## config.mk

```make
export PLATFORM = sky130hd
export DESIGN_NAME = sync_cntr3_flat
export DESIGN_NICKNAME = d
export VERILOG_FILES = /design/src/rtl/sync_cntr3_if.sv /design/src/rtl/sync_cntr3.sv /design/src/flat_wrapper.sv
export SDC_FILE = /design/constraint.sdc
export NUM_CORES = 1
export LEC_CHECK = 0
export ABC_AREA = 1
export BUFFER_PORTS_ARGS = -buffer_cell sky130_fd_sc_hd__buf_4
export CORE_AREA = 2 2 39 41
export CTS_BUF_LIST = sky130_fd_sc_hd__clkbuf_4
export CTS_CLUSTER_DIAMETER = 60
export DETAILED_ROUTE_END_ITERATION = 12
export DIE_AREA = 0 0 41 43
export GPL_ROUTABILITY_DRIVEN = 0
export PLACE_DENSITY_LB_ADDON = 0.3
export SYNTH_ARGS = -nofsm -noshare
export SYNTH_HDL_FRONTEND = slang
export SYNTH_SLANG_ARGS = --single-unit
```

## constraint.sdc

```tcl
create_clock -name clk -period 2.8 [get_ports clk]
set_clock_uncertainty 0.15 [all_clocks]
set_input_delay 0.56 -clock clk [delete_from_list [all_inputs] [get_ports clk]]
set_output_delay 0.56 -clock clk [all_outputs]
set_load 0.02 [all_outputs]
```

## src/rtl/sync_cntr3_if.sv

```systemverilog
`default_nettype none
// ============================================================================
//  Module      : sync_cntr3_if
//  Description : Control/data bundle for the sync_cntr3 counter.
//                tc exists only when SYNCCNTR3_TC_EN is defined.
//  Revision    : 1.0  initial release
// ============================================================================
interface sync_cntr3_if #(
    parameter int WIDTH = 3
);
    logic             cnt_en;
    logic             load;
    logic [WIDTH-1:0] load_val;
    logic [WIDTH-1:0] count;
`ifdef SYNCCNTR3_TC_EN
    logic             tc;
`endif

`ifdef SYNCCNTR3_TC_EN
    modport master (output cnt_en, load, load_val, input count, tc);
    modport slave  (input cnt_en, load, load_val, output count, tc);
`else
    modport master (output cnt_en, load, load_val, input count);
    modport slave  (input cnt_en, load, load_val, output count);
`endif
endinterface
`default_nettype wire

```

## src/rtl/sync_cntr3.sv

```systemverilog
`default_nettype none
// ============================================================================
//  Module      : sync_cntr3
//  Description : Synchronous up-counter with count enable and parallel load.
//                Priority: reset > load > cnt_en > hold. Wraps modulo 2^WIDTH.
//                Define SYNCCNTR3_TC_EN to add the registered terminal-count
//                pulse tc.
//  Revision    : 1.0  initial release
// ============================================================================
module sync_cntr3 #(
    parameter int               WIDTH     = 3,
    parameter logic [WIDTH-1:0] RESET_VAL = '0
) (
    input  wire              clk,
    input  wire              reset,
    sync_cntr3_if.slave      cif
);

    localparam logic [WIDTH-1:0] c_CNT_MAX = '1;

    logic [WIDTH-1:0] r_count;

    always_ff @(posedge clk) begin
        if (reset) begin
            r_count <= RESET_VAL;
        end else if (cif.load) begin
            r_count <= cif.load_val;
        end else if (cif.cnt_en) begin
            r_count <= r_count + 1'b1;
        end
    end

    assign cif.count = r_count;

`ifdef SYNCCNTR3_TC_EN
    logic r_tc;

    // Pulse only on a genuine increment wrap; loads/resets to zero stay quiet.
    always_ff @(posedge clk) begin
        if (reset) begin
            r_tc <= 1'b0;
        end else begin
            r_tc <= !cif.load && cif.cnt_en && (r_count == c_CNT_MAX);
        end
    end

    assign cif.tc = r_tc;
`endif

endmodule
`default_nettype wire

```

## src/flat_wrapper.sv

```systemverilog
// flat-port wrapper written by rule: the top's interface ports become plain ports
module sync_cntr3_flat 
#(
    parameter int               WIDTH     = 3,
    parameter logic [WIDTH-1:0] RESET_VAL = '0
)
  (clk, reset, cif_cnt_en, cif_load, cif_load_val, cif_count);
  sync_cntr3_if #(.WIDTH(WIDTH)) cif_i ();
  input  wire clk;
  input  wire reset;
  input wire logic [$bits(cif_i.cnt_en)-1:0] cif_cnt_en;
  input wire logic [$bits(cif_i.load)-1:0] cif_load;
  input wire logic [$bits(cif_i.load_val)-1:0] cif_load_val;
  output wire logic [$bits(cif_i.count)-1:0] cif_count;
  assign cif_i.cnt_en = cif_cnt_en;
  assign cif_i.load = cif_load;
  assign cif_i.load_val = cif_load_val;
  assign cif_count = cif_i.count;
  sync_cntr3 #(.WIDTH(WIDTH), .RESET_VAL(RESET_VAL)) u_core (.clk(clk), .reset(reset), .cif(cif_i));
endmodule
```

---- After elaboration in Yosys (flattened, before gate mapping) ----
Cells that the tools add are included.
Widths: inputs -> output; s select.
storage, ports and cells
  flip-flop bits (word level) ............. 3
  output and inout port bits .............. 3
  logic and storage cells ................. 5
operators by class
  add/sub/neg operators ................... 1
  muxes and demuxes ....................... 2
  reductions and logical operators ........ 1
operators by type and width
  cell                 count
  $mux 3               2
  $add 3x1->3 const B  1
  $reduce_bool 2->1    1

---- Longest topological paths before layout ----
Gate-level depths: netlist (run 1).
  depth after elaboration ................. 3
  mapped depth ............................ 5

---- Worst setup path after synthesis (run 1) ----
No wires, ideal clock.
  path type ............................... reg2reg
  start ................................... register u_core.r_count[0] (netlist: u_core.cif.count[0])
  end ..................................... register u_core.r_count[1] (netlist: u_core.cif.count[1])
  arrival time ............................ 935 ps
  slack ................................... 1,606 ps
  stages on the path, launching flop included .. 6
  path through ............................ dfxtp_1 > ha_1 > nand3_1 > nand3_1 > nand2_1 > inv_1
between the ends
  cells in the longest elaborated chain, start to end .. 3
ends and longest elaborated chain
  item                    RTL line          RTL
  start, declared         sync_cntr3.sv:21  logic [WIDTH-1:0] r_count;
  start signal, assigned  sync_cntr3.sv:27  r_count <= cif.load_val;
  start signal, assigned  sync_cntr3.sv:29  r_count <= r_count + 1'b1;
  $add 3x1->3             sync_cntr3.sv:29
  $mux 3                  sync_cntr3.sv:28  end else if (cif.cnt_en) begin
  $mux 3                  sync_cntr3.sv:26  end else if (cif.load) begin
No other way between the ends. The select of a mux whose other input is x is not followed.
A chain may end at the register's enable or synchronous reset.

---- Worst setup path after layout (run 1) ----
  start ................................... register u_core.r_count[0] (netlist: u_core.cif.count[0])
  end ..................................... output port cif_count[0]
RTL lines
  item           RTL line            RTL
  end, declared  flat_wrapper.sv:14  output wire logic [$bits(cif_i.count)-1:0] cif_count;
No word-level cell between the ends.

==> impl_metrics.tcl, run 1 <==
set metrics [dict create \
    layout.cells.non_filler 55 \
    syn_avg_cell_area_um2 6.40 \
    clockBufferDepth 2 \
    required_ns 2.09 \
    grt_usage_pct 5.42 \
    swShare_pct 23.6 \
    numClockSinks 3 \
    drv_cap 0 \
    grt_pass1_wl_um 565 \
    synth_area_um2 166 \
    cp_slowest_cell "dfxtp_1" \
    pre_cts_slack_ns 1.54 \
    internal-power_w 0.000123 \
    synthCells 26 \
    crit_family "flip-flops" \
    cts_resized 0 \
    pwr-share-clk_pct 53.0 \
    vdd_ir_drop_max_mv 0.128 \
    drive_above_1_share_pct 33.3 \
    max_freq_ghz 0.683 \
    clkTransAtPathRegs_ns 0.04 \
    insertion_delay_ns 0.23 \
    drtAntennaViolNets 0 \
    fin_ws_ns 1.34 \
    fp.coreArea_mm2 0.00138 \
    hold_buffers 0 \
    fin_nets 48 \
    p_sw_w 0.0000379 \
    synth_cell_types 9 \
    post_cts_buffers 0 \
    cts_buffers 3 \
    critPathLaunch "u_core.cif.count[0]$_SDFFE_PP0P_" \
    cts_tree "yes" \
    dp_hpwl_um 338 \
    dieWidth_um 41 \
    synth_nets 34 \
    rows 14 \
    relSlewSlack_pct 88.7 \
    maxSlewViolCount 0 \
    drtIter0Drc 1 \
    drt_pass1_iterations 3 \
    finalCritPeriodShare_pct 52.3 \
    initial_core_util_pct 12.0 \
    grt_max_degree 6 \
    wl_um 418 \
    worstMarginPinSlew_ns 0.167 \
    portBuffers 9 \
    path_class "reg -> out" \
    crit_fanout 4 \
    diodes 0 \
    arrival_ns 0.75 \
    drcViolationCount 0 \
    grt-ovfl-total 0 \
    die_h_um 43 \
    io_pins 10 \
    hold_viol 0 \
    slowest_delay_ns 0.36 \
    ff2ff_path_depth 5 \
    end_kind "output port" \
    timing.rr.start "u_core.cif.count[0]$_SDFFE_PP0P_" \
    powerDensity_mw_per_mm2 567 \
    ys_seq_elements 3 \
    sequentialPowerShare_pct 30.2 \
    clockRootBuffer "clkbuf_4" \
    rsz0062_at_grt "no" \
    antenna_found_initial 0 \
    wl_per_cell_um 7.60 \
    vias 196 \
    start_kind "flip-flop" \
    tns_ns 0 \
    holdCritStartpoint "u_core.cif.count[2]$_SDFFE_PP0P_" \
    reg2reg_slack_ns 1.68 \
    largest_reg_flops 3 \
    combPwrFrac_pct 16.8 \
    synth-seq-area-share_pct 36.1 \
    syn2layout_area_growth_pct 70.7 \
    leakagePower_nw 0.161 \
    avgViaCountPerCell 3.56 \
    finalSetupViolCount 0 \
    dp.cells 51 \
    hold-path-cell-count 4 \
    fillers 161 \
    outcome "completed" \
    hp-class "reg -> reg" \
    die_area_mm2 0.00176 \
    hold_path_end "u_core.cif.count[2]$_SDFFE_PP0P_" \
    htreeDepth 1 \
    ys_warn_count 0 \
    fin_crit_ns 1.46 \
    rr_endpoint "u_core.cif.count[1]$_SDFFE_PP0P_" \
    cp_cell_sequence "buf_4" \
    grt_pass1_vias 168 \
    worst-path-buf-inv 1 \
    p_total_w 0.000161 \
]
-- cell usage after synthesis --
master / number / share of area [%]
nand2_1: 9 / 20
nor2_1: 1 / 2.3
o21ai_0: 1 / 3.0
ha_1: 1 / 7.5
nand3_1: 4 / 12
nand3b_1: 1 / 4.5
dfxtp_1: 3 / 36
inv_1: 5 / 11
a21oi_1: 1 / 3.0
-- cell usage in the layout, fill, tap and decap left out, drive strengths merged --
master / synthesis / layout
o21ai: 1 / 1
nand3b: 1 / 1
a21oi: 1 / 1
clkbuf: 0 / 4
dfxtp: 3 / 3
nand3: 4 / 4
buf: 0 / 9
nor2: 1 / 1
inv: 5 / 5
nand2: 9 / 9
ha: 1 / 1
-- per-layer routing --
metal  global-route usage, %  vias up  routed length (um)
li1                        -      107                   -
met1                    5.13       80                 160
met2                    6.25        7                 190
met3                    3.14        2                  59
met4                    8.00        0                   8
met5                       0        -                   0
-- cell type report --
type	count	area [um2]	area share [%]
repair buffers	9	67.6	23.8
multi-input cells	18	87.6	30.8
clock buffers	4	30.0	10.6
flip-flops and latches	3	60.1	21.1
inverters	5	18.8	6.61
well taps	16	20.0	7.05
-- metrics by stage --
step | util, % | hold WS, ns | cell area (um2)
6_report | 20.5 | 0.411 | 284
5_1_grt | 20.5 | 0.433 | 284
4_1_cts | 20.5 | 0.413 | 284
3_5_place_dp | 18.4 | 0.408 | 254
3_3_place_gp | 18.4 | 0.404 | 254
2_1_floorplan | - | 0.467 | 166
-- cell families (layout without fill, tap and decap cells) --
kind of cell	count (synthesis)	count (layout)	share of synthesized area [%]
and+or+nand+nor	15	15	39.1
buffers and inverters	5	18	11.3
DFF	3	3	36.1
AOI/OAI and AO/OA	2	2	6.01
adders and majority gates	1	1	7.52
-- worst max-delay path by stage --
| stage | slack (ns) | endpoint | cells after the start |
|---|---|---|---|
| 2_1_floorplan | 1.61 | u_core.cif.count[1]$_SDFFE_PP0P_ | 5 |
| 3_3_place_gp | 1.54 | u_core.cif.count[0]$_SDFFE_PP0P_ | 6 |
| 3_5_place_dp | 1.54 | u_core.cif.count[1]$_SDFFE_PP0P_ | 6 |
| 4_1_cts | 1.32 | cif_count[0] | 1 |
| 5_1_grt | 1.30 | cif_count[0] | 1 |
| 6_report | 1.34 | cif_count[0] | 1 |
-- power groups by stage --
stage / clock network, W / logic (W) / registers, W
floorplan: 0 / 0.00000945 / 0.0000528
global placement: 0 / 0.0000272 / 0.0000494
detailed placement: 0 / 0.0000275 / 0.0000494
CTS: 0.0000883 / 0.0000276 / 0.0000487
global route: 0.0000912 / 0.0000303 / 0.0000491
finish: 0.0000852 / 0.0000271 / 0.0000486
No activity file was read; power rests on OpenSTA's default activity.
==> inputs of run 2 (changes only) <==
clock period = 1.41 ns   (was 2.8 ns; I/O delays follow)
==> run 2 against run 1 <==
Critical path depth is the same. Highest routed layer is now met3. Setup slack worse by 1.1 ns. Global-route usage up 0.10 points. Combinational power increased by 97%. Power up 97%. Sequential share of layout area is the same. Sequential cell count did not move. Sequential power up 99%. Routed wire length fell by 8.1%. Register-to-register slack lost 1.4 ns. Die area did not move.
==> impl_metrics.tcl, run 2 (synthesized netlist as in run 1, its figures left out) <==
set metrics [dict create \
    met2_usage_pct 6.88 \
    holdCritStartpoint "reset" \
    drcViolationCount 0 \
    numClockSinks 3 \
    ff2ff_path_depth 5 \
    vias 190 \
    relSlewSlack_pct 91.2 \
    diodes 0 \
    cts_buffers 3 \
    drt_pass1_iterations 2 \
    dieWidth_um 41 \
    required_ns 0.98 \
    powerDensity_mw_per_mm2 1120 \
    portBuffers 9 \
    clockRootBuffer "clkbuf_4" \
    io_pins 10 \
    finalCritPeriodShare_pct 83.6 \
    hold_path_end "u_core.cif.count[0]$_SDFFE_PP0P_" \
    htreeDepth 1 \
    arrival_ns 0.75 \
    sequentialPowerShare_pct 30.4 \
    max_freq_ghz 0.848 \
    vdd_ir_drop_max_mv 0.306 \
    syn2layout_area_growth_pct 70.7 \
    internal-power_w 0.000244 \
    grt-busiest-layer "met2" \
    post_cts_buffers 0 \
    drive_above_1_share_pct 33.3 \
    swShare_pct 23.1 \
    final_cell_mix "9 x nand2_1, 9 x buf_4, 5 x inv_1" \
    gr-usage-met1_pct 5.77 \
    start_kind "flip-flop" \
    end_kind "output port" \
    clockBufferDepth 2 \
    initial_core_util_pct 12.0 \
    final_design_area_no_fill_um2 284 \
    fin_nets 48 \
    cts_resized 0 \
    crit_fanout 4 \
    wl_um 384 \
    outcome "completed" \
    hold-path-cell-count 4 \
    drtIter0Drc 4 \
    fillers 160 \
    cp_cell_sequence "buf_4" \
    slowest_delay_ns 0.36 \
    rows 14 \
    cp_slowest_cell "dfxtp_1" \
    drv_cap 0 \
    tns_ns 0 \
    hold_viol 0 \
    combPwrFrac_pct 16.9 \
    grt-ovfl-total 0 \
    clkTransAtPathRegs_ns 0.04 \
    timing.rr.start "u_core.cif.count[0]$_SDFFE_PP0P_" \
    antenna_found_initial 0 \
    leakagePower_nw 0.161 \
    dp_hpwl_um 318 \
    drtAntennaViolNets 0 \
    insertion_delay_ns 0.23 \
    crit_family "flip-flops" \
    place_area_um2 254 \
    fin_crit_ns 1.18 \
    worstMarginPinSlew_ns 0.131 \
    worst-path-buf-inv 1 \
    rr_endpoint "u_core.cif.count[1]$_SDFFE_PP0P_" \
    wl_per_cell_um 6.98 \
    hp-class "in -> reg" \
    finalSetupViolCount 0 \
    reg2reg_slack_ns 0.30 \
    avgViaCountPerCell 3.45 \
    grt_usage_pct 5.52 \
    die_area_mm2 0.00176 \
    maxSlewViolCount 0 \
    largest_reg_flops 3 \
    grt_max_degree 6 \
    fp.coreArea_mm2 0.00138 \
    path_class "reg -> out" \
    rsz0062_at_grt "no" \
    grt_pass1_vias 172 \
    grt_pass1_wl_um 600 \
    die_h_um 43 \
    p_sw_w 0.0000734 \
    hold_buffers 0 \
    use_met3_pct 3.14 \
    cts_tree "yes" \
    pwr-share-clk_pct 52.7 \
]
-- run 2: area by class of cell --
type                    count  area (um2)  area share (%)
multi-input cells          18        87.6            30.8
repair buffers              9        67.6            23.8
flip-flops and latches      3        60.1            21.1
clock buffers               4        30.0            10.6
well taps                  16        20.0            7.05
inverters                   5        18.8            6.61
-- run 2: worst max-delay path by stage --
stage / depth (start not counted) / end / start
after floorplan: 5 / u_core.cif.count[1]$_SDFFE_PP0P_ / u_core.cif.count[0]$_SDFFE_PP0P_
after global placement: 5 / u_core.cif.count[1]$_SDFFE_PP0P_ / u_core.cif.count[0]$_SDFFE_PP0P_
after detailed placement: 5 / u_core.cif.count[1]$_SDFFE_PP0P_ / u_core.cif.count[0]$_SDFFE_PP0P_
after CTS: 1 / cif_count[0] / u_core.cif.count[0]$_SDFFE_PP0P_
after global routing: 1 / cif_count[0] / u_core.cif.count[0]$_SDFFE_PP0P_
final: 1 / cif_count[0] / u_core.cif.count[0]$_SDFFE_PP0P_
-- run 2: power by group through the flow --
stage	Sequential (W)	Clock, W	Combinational (W)
3_3_place_gp	0.0000982	0	0.0000539
6_report	0.0000966	0.000167	0.0000535
3_5_place_dp	0.0000983	0	0.0000543
4_1_cts	0.0000970	0.000174	0.0000545
5_1_grt	0.0000981	0.000189	0.0000608
2_1_floorplan	0.000105	0	0.0000188
-- run 2: metal layers --
layer / up-vias / part of all wire [%]
li1: 108 / -
met1: 75 / 45
met2: 7 / 43
met3: 0 / 13
met4: 0 / 0
met5: - / 0
-- run 2: metrics by stage --
stage / worst slack [ns] / hold WS, ns / util, % / power, W / std cells
global placement: 0.300 / 0.392 / 18.4 / 0.000152 / 51
floorplan: 0.216 / 0.294 / - / 0.000124 / 26
detailed placement: 0.292 / 0.400 / 18.4 / 0.000153 / 51
finish: 0.231 / 0.162 / 20.5 / 0.000318 / 55
CTS: 0.210 / 0.155 / 20.5 / 0.000326 / 55
global route: 0.177 / 0.184 / 20.5 / 0.000348 / 55
==> inputs of run 3 (changes only) <==
clock period = 1.05 ns   (was 1.41 ns; I/O delays follow)
==> run 3 against run 2 <==
The run now ends with negative setup slack left. Setup slack lost 0.26 ns. Non-clock buffer count is the same. Final cell count is the same. Sequential power grew 38%. Routed wire length grew 11%. Worst hold slack lost 0.092 ns. Final area grew 15%. Sequential cell count is the same. Via count grew 5.3%. Combinational power grew 57%. Global-route usage grew 1.1 points. Die area is the same. Critical endpoint unchanged.
==> impl_metrics.tcl, run 3 (synthesized netlist as in run 1, its figures left out) <==
set metrics [dict create \
    outcome "complete, but fails checks" \
    violations "negative setup slack" \
    worstMarginPinSlew_ns 0.131 \
    hold-path-cell-count 4 \
    clkTransAtPathRegs_ns 0.04 \
    slowest_delay_ns 0.35 \
    dp_hpwl_um 349 \
    layout.cells.non_filler 55 \
    fin_ws_ns -0.0312 \
    cp_slowest_cell "dfxtp_4" \
    dieWidth_um 41 \
    end_kind "output port" \
    grt_max_degree 6 \
    grt-ovfl-total 0 \
    clockRootBuffer "clkbuf_4" \
    pre_cts_slack_ns 0.00963 \
    drv_cap 0 \
    leakagePower_nw 0.169 \
    post-route-util_pct 23.6 \
    maxSlewViolCount 0 \
    hold_slack_ns 0.0700 \
    wl_per_cell_um 7.78 \
    finalSetupViolCount 2 \
    grt_usage_pct 6.63 \
    drive_above_1_share_pct 48.7 \
    crit_fanout 4 \
    die_area_mm2 0.00176 \
    drcViolationCount 0 \
    hp-class "in -> reg" \
    vdd_ir_drop_max_mv 0.357 \
    fin_crit_ns 1.08 \
    avgViaCountPerCell 3.64 \
    fin_nets 48 \
    wl_um 428 \
    drtAntennaViolNets 0 \
    cp_cell_sequence "buf_6" \
    clockBufferDepth 2 \
    portBuffers 9 \
    cts_tree "yes" \
    fp.coreArea_mm2 0.00138 \
    insertion_delay_ns 0.24 \
    arrival_ns 0.72 \
    initial_core_util_pct 12.0 \
    dp.cells 51 \
    cts_buffers 3 \
    largest_reg_flops 3 \
    rsz0062_at_grt "yes" \
    diodes 0 \
    required_ns 0.69 \
    powerDensity_mw_per_mm2 1380 \
    path_class "reg -> out" \
    vias 200 \
    rows 14 \
    final_cell_mix "9 x nand2_1, 6 x buf_4, 5 x inv_1" \
    grt_pass1_wl_um 669 \
    numClockSinks 3 \
    finalCritPeriodShare_pct 103 \
    drt_pass1_iterations 2 \
    die_h_um 43 \
    crit_family "flip-flops" \
    start_kind "flip-flop" \
    tns_ns -0.0570 \
    io_pins 10 \
    worst-path-buf-inv 1 \
    antenna_found_initial 0 \
    path_depth 1 \
    ff2ff_path_depth 5 \
    htreeDepth 1 \
    hold_viol 0 \
    final_common_cell "nand2_1" \
    grt_pass1_vias 178 \
    syn2layout_area_growth_pct 96.2 \
    relSlewSlack_pct 91.2 \
    drtIter0Drc 2 \
    max_freq_ghz 0.925 \
]
==> run 3: cell counts in the layout (fill, tap and decap cells not counted) <==
No cell type changed its count.
==> run 3: worst paths after layout <==
kind	start	end	slack, ns
setup / recovery	u_core.cif.count[0]$_SDFFE_PP0P_	cif_count[0]	-0.03
setup reg to reg	u_core.cif.count[1]$_SDFFE_PP0P_	u_core.cif.count[1]$_SDFFE_PP0P_	0.01
hold reg to reg	u_core.cif.count[2]$_SDFFE_PP0P_	u_core.cif.count[2]$_SDFFE_PP0P_	0.40
hold / removal	reset	u_core.cif.count[0]$_SDFFE_PP0P_	0.07
==> run 3: what timing repair did <==
item,in CTS,in global routing
setup buffers,0,0
resized for setup,4,1
pin swaps,1,0
setup endpoints to repair,3,4
hold buffers,0,0
==> run 3: stage by stage <==
stage          power, W  instance area [um2]
2_1_floorplan  0.000173                  191
3_5_place_dp   0.000212                  279
3_3_place_gp   0.000212                  279
4_1_cts        0.000460                  322
6_report       0.000452                  327
5_1_grt        0.000472                  327
==> run 3: power breakdown <==
group	switching [W]	internal [W]	total (W)	leakage [nW]
Sequential	0.0000106	0.000123	0.000133	0.0264
Clock	0.0000661	0.000169	0.000235	0.0184
Combinational	0.0000374	0.0000468	0.0000842	0.124
==> run 3: layer usage <==
metal	routed length (um)	track usage (%)	vias to the layer above
li1	-	-	107
met1	162	6.43	81
met2	190	7.50	9
met3	53	3.66	3
met4	22	10.0	0
met5	0	0	-
==> run 3: layout make-up <==
class	count	area, um2
Multi-Input combinational cell	18	110
Fill cell	176	1060
Sequential cell	3	68.8
Clock buffer	4	30.0
Timing Repair Buffer	9	78.8
Tap cell	16	20.0
Inverter	5	18.8
